## config.mk

```make
export PLATFORM = sky130hd
export DESIGN_NAME = switch_debounce
export DESIGN_NICKNAME = d
export VERILOG_FILES = /design/src/rtl/switch_pkg.sv /design/src/rtl/switch_sync.sv /design/src/rtl/switch_debounce.sv
export SDC_FILE = /design/constraint.sdc
export NUM_CORES = 1
export LEC_CHECK = 0
export CAP_MARGIN = 20
export CORE_MARGIN = 2
export CORE_UTILIZATION = 55
export CTS_CLUSTER_SIZE = 12
export DETAILED_ROUTE_END_ITERATION = 8
export HOLD_SLACK_MARGIN = 0.03
export MAX_ROUTING_LAYER = met4
export PLACE_DENSITY = 0.74
export SETUP_SLACK_MARGIN = 0.15
export SYNTH_ARGS = -nofsm -noshare
export SYNTH_HDL_FRONTEND = slang
export SYNTH_SLANG_ARGS = --single-unit
```

## constraint.sdc

```tcl
create_clock -name i_Clk -period 3.6 [get_ports i_Clk]
set_clock_uncertainty 0.2 [all_clocks]
set_input_delay 0.54 -clock i_Clk [delete_from_list [all_inputs] [get_ports i_Clk]]
set_output_delay 0.54 -clock i_Clk [all_outputs]
set_load 0.005 [all_outputs]
```

## src/rtl/switch_pkg.sv

```systemverilog
// Shared definitions for the push-switch conditioning slice.
//   state_t             : debounce filter states (STABLE, FILTER)
//   CLK_HZ              : system clock frequency
//   DEBOUNCE_MS_DEFAULT : default settle time in milliseconds
//   cycles_from_ms()    : converts a settle time in ms to clock cycles
package switch_pkg;

  typedef enum logic {
    STABLE = 1'b0,
    FILTER = 1'b1
  } state_t;

  localparam int CLK_HZ              = 25_000_000;
  localparam int DEBOUNCE_MS_DEFAULT = 10;

  function automatic int cycles_from_ms(input int ms);
    return (CLK_HZ / 1000) * ms;
  endfunction

endpackage

```

## src/rtl/switch_sync.sv

```systemverilog
// N-stage synchroniser for an asynchronous single-bit input.
// Ports:
//   clk   : system clock (rising edge)
//   reset : synchronous, active-high; loads every stage with RESET_LEVEL
//   d     : asynchronous input
//   q     : synchronised output (last stage of the chain)
module switch_sync #(
  parameter int   STAGES      = 2,
  parameter logic RESET_LEVEL = 1'b0
) (
  input  logic clk,
  input  logic reset,
  input  logic d,
  output logic q
);

  logic [STAGES-1:0] chain_p0;

  always_ff @(posedge clk) begin
    if (reset) begin
      chain_p0 <= {STAGES{RESET_LEVEL}};
    end else begin
      chain_p0 <= {chain_p0[STAGES-2:0], d};
    end
  end

  assign q = chain_p0[STAGES-1];

endmodule

```

## src/rtl/switch_debounce.sv

```systemverilog
// Debouncer for a mechanical push-switch: synchronises the raw pin, then
// only accepts a new level after it has been stable for DEBOUNCE_LIMIT
// consecutive cycles at the synchroniser output.
// Ports:
//   i_Clk    : 25 MHz system clock (rising edge)
//   i_Reset  : synchronous, active-high reset
//   i_Switch : raw, asynchronous, bouncy switch pin
//   o_Switch : debounced, registered level
//   o_Rise   : one-cycle strobe when o_Switch goes 0->1
//   o_Fall   : one-cycle strobe when o_Switch goes 1->0
// Build option: define SWITCH_EDGE_STROBE_EN to build the rise/fall strobe
// registers; otherwise o_Rise/o_Fall are tied low (o_Switch is unaffected).
module switch_debounce
  import switch_pkg::*;
#(
  parameter int   DEBOUNCE_LIMIT = cycles_from_ms(DEBOUNCE_MS_DEFAULT),
  parameter int   SYNC_STAGES    = 2,
  parameter logic RESET_LEVEL    = 1'b0
) (
  input  logic i_Clk,
  input  logic i_Reset,
  input  logic i_Switch,
  output logic o_Switch,
  output logic o_Rise,
  output logic o_Fall
);

  localparam int CNT_W = $clog2(DEBOUNCE_LIMIT + 1);
  localparam logic [CNT_W-1:0] CNT_LAST = CNT_W'(DEBOUNCE_LIMIT - 1);

  logic             s;
  state_t           state;
  logic [CNT_W-1:0] count;
  logic             level;

  // Synchroniser: the filter only ever looks at its last stage.
  switch_sync #(
    .STAGES      (SYNC_STAGES),
    .RESET_LEVEL (RESET_LEVEL)
  ) u_sync (
    .clk   (i_Clk),
    .reset (i_Reset),
    .d     (i_Switch),
    .q     (s)
  );

  // Stability filter: any return of s to the current level drops back to
  // STABLE with a zero count, so partial counts never accumulate.
  always_ff @(posedge i_Clk) begin
    if (i_Reset) begin
      state <= STABLE;
      count <= '0;
      level <= RESET_LEVEL;
    end else begin
      case (state)
        STABLE: begin
          count <= '0;
          if (s != level) begin
            if (DEBOUNCE_LIMIT == 1) begin
              level <= s;
            end else begin
              state <= FILTER;
              count <= CNT_W'(1);
            end
          end
        end
        FILTER: begin
          if (s == level) begin
            state <= STABLE;
            count <= '0;
          end else if (count == CNT_LAST) begin
            level <= s;
            count <= '0;
            state <= STABLE;
          end else begin
            count <= count + 1'b1;
          end
        end
        default: begin
          state <= STABLE;
          count <= '0;
        end
      endcase
    end
  end

  assign o_Switch = level;

`ifdef SWITCH_EDGE_STROBE_EN
  logic flip;
  logic rise_p1;
  logic fall_p1;

  // flip is high exactly when the filter will load s into level this edge,
  // so the strobes register alongside the new level.
  assign flip = (s != level) &&
                (((state == STABLE) && (DEBOUNCE_LIMIT == 1)) ||
                 ((state == FILTER) && (count == CNT_LAST)));

  // Strobe stage: registered together with level.
  always_ff @(posedge i_Clk) begin
    if (i_Reset) begin
      rise_p1 <= 1'b0;
      fall_p1 <= 1'b0;
    end else begin
      rise_p1 <= flip & s;
      fall_p1 <= flip & ~s;
    end
  end

  assign o_Rise = rise_p1;
  assign o_Fall = fall_p1;
`else
  assign o_Rise = 1'b0;
  assign o_Fall = 1'b0;
`endif

endmodule

```

==> impl_results.md <==
* Startpoint types: flop
* Pwr dens at 328 nW/um^2
* Tot Pwr at 358 uW
* Fmax at 457 MHz
* CTS root buffer: clkbuf_4
* TritonRoute pass-1 iters at 7
* Slew margin rel. at 0.532
* CTS resizes at 0
* Starting Density at 0.591
* Setup CP Type: flop to flop
* IO buf count at 3
* Vias post-DR at 777
* Clk sinks at 22
* Slew Viols, Final at 0
* Post-Synthesis Cells at 113
* Hpwl dp at 1270 microns
* Post-CTS setup buffers at 0
* Share of layout cells above drive strength 1 at 0.0776
* Max Cap Violations at 0
* Die Outline Area at 2240 sq um
* Period minus WS final at 2.19 ns
* DR iter-0 viols at 14
* CTS tree: yes
* Outcome: finished clean
* Remaining DRCs at 0
* CTS max path bufs at 2
* Tcrit/Tclk final at 0.608
* First-pass GRT wire length at 2850 microns
* Final hold viol count at 0
* Die X at 47.3 microns
* Row cnt at 15
* Worst-path clk slew at 0.11 ns
* # diodes at 0
* Number of synthesis warnings at 0
* Worst min path class: flop to flop
* Yosys cell types at 30
* Setup TNS at 0 ns
* Fin util at 0.625
* Pin count of the biggest net entering global routing at 18
* Crit. End Element: flop
* Die height at 47.3 microns
* CP Data Required Time at 3.57 ns
* Flops & latches, synth at 22
* Synth Area per Inst at 9.12 sq um
* Slew @ Worst Pin at 0.701 ns
* Post-synthesis cell area at 1030 sq um
* RSZ-0062 raised after global routing: false
* Vias in the first global route at 648
* GR Util All Layers at 0.184
* Remaining global-route overflow at 0
* Final Wtd Congestion at 0.845
* Max VDD drop at 0.000194 V
* Post-synthesis sequential area ratio at 0.427
* Drt wl/cell at 12.5 microns
* CP max FO at 17
* Clock Latency Late Sink at 0.29 ns
* Routed Antenna Nets at 0
* Final setup fails at 0
* Cts hold-fix bufs at 0
* Core box area at 1750 sq um
* Fillers at 156
* DR vias/cell at 5.51
* Leak pwr at 0.000298 uW
* Layout Area Growth over Synthesis at 5.83%
* Critical Path AT at 2.15 ns
* Antenna violations before repair at 0
* IO Pins at 6
* DRT Wirelength at 1770 microns
* Num CTS Buffers at 3
* Htree depth at 1
* Post-layout net count at 122
-- cell families after synthesis --
family | share of synthesized area
adder cells (fa/ha/maj) | 0.0121
other | 0.00364
AND/OR/NAND/NOR | 0.333
buffers and inverters | 0.0376
AO/OA/AOI/OAI | 0.0510
flip-flops | 0.427
XOR/XNOR | 0.136
-- worst paths after layout --
path / start / to / slack (ns) / cells after the start
hold / removal: u_sync.chain_p0[0] / u_sync.chain_p0[1] / 0.26 / 1
hold reg to reg: u_sync.chain_p0[0] / u_sync.chain_p0[1] / 0.26 / 1
setup / recovery: count[4] / count[10] / 1.41 / 4
setup reg to reg: count[4] / count[10] / 1.41 / 4
-- power breakdown --
| part | switching, uW | internal, uW |
|---|---|---|
| Combinational | 2.37 | 3.14 |
| Clock | 67.6 | 38.9 |
| Sequential | 1.21 | 245 |
| Total | 71.1 | 287 |
-- synthesized netlist by cell type (all sizes together) --
library cell | count | area, sq um
or3 | 1 | 6.26
xor2 | 3 | 26.3
nor3b | 1 | 7.51
buf | 4 | 27.5
dfxtp | 22 | 440
nor2 | 19 | 71.3
nand2 | 5 | 18.8
o21ai | 1 | 5.00
a21oi | 2 | 10.0
o31ai | 2 | 28.8
nor2b | 3 | 18.8
ha | 1 | 12.5
conb | 1 | 3.75
nand3 | 7 | 47.6
nor4 | 6 | 37.5
nor4b | 1 | 8.76
or4 | 2 | 18.8
and3 | 2 | 13.8
nor3 | 5 | 25.0
a2111oi | 1 | 8.76
and4 | 1 | 10.0
nand4 | 7 | 58.8
inv | 3 | 11.3
xnor2 | 13 | 114
-- stage by stage --
step           hold WS (ns)  setup slack (ns)  instances  area, sq um
2_1_floorplan         0.214              1.70        114         1030
3_3_place_gp          0.228              1.46        138         1070
3_5_place_dp          0.230              1.40        138         1070
4_1_cts               0.261              1.38        141         1090
5_1_grt               0.277              1.16        141         1090
6_report              0.255              1.41        141         1090
-- area by class of cell --
type                    instances  area (sq um)  area share
repair buffers                  3          30.0      0.0275
multi-input cells              85           556       0.509
flip-flops and latches         22           440       0.404
well taps                      25          31.3      0.0287
inverters                       3          11.3      0.0103
clock buffers                   3          22.5      0.0206
-- layer usage --
metal / vias up / GRT usage / share of wire
li1: 404 / - / -
met1: 358 / 0.261 / 0.52
met2: 15 / 0.257 / 0.46
met3: 0 / 0.0346 / 0.028
met4: 0 / 0.0667 / 0
met5: - / - / 0
-- sequential cells by signal, summed over array words and instances (netlist names) --
signal,flops
count,18
o_Switch,1
state,1
u_sync.chain_p0,2
-- worst max-delay path, cell delays in order (launching register included) --
cell and delay [ns]:
dfxtp_1 0.39, nor4_1 0.42, nand3_1 0.23, o31ai_4 0.69, nor2_1 0.12
-- cell usage in the layout (no fill, tap or decap), drive strengths merged, types with 2 or more instances in the layout --
master / n
or4: 2
xor2: 3
clkdlybuf4s50: 3
dfxtp: 22
o31ai: 2
clkbuf: 3
nor2: 19
xnor2: 13
nand2: 5
nand3: 7
nor3: 5
nand4: 7
nor4: 6
nor2b: 3
conb: 2
a21oi: 2
inv: 3
and3: 2
(Power assumes the default switching activity.)
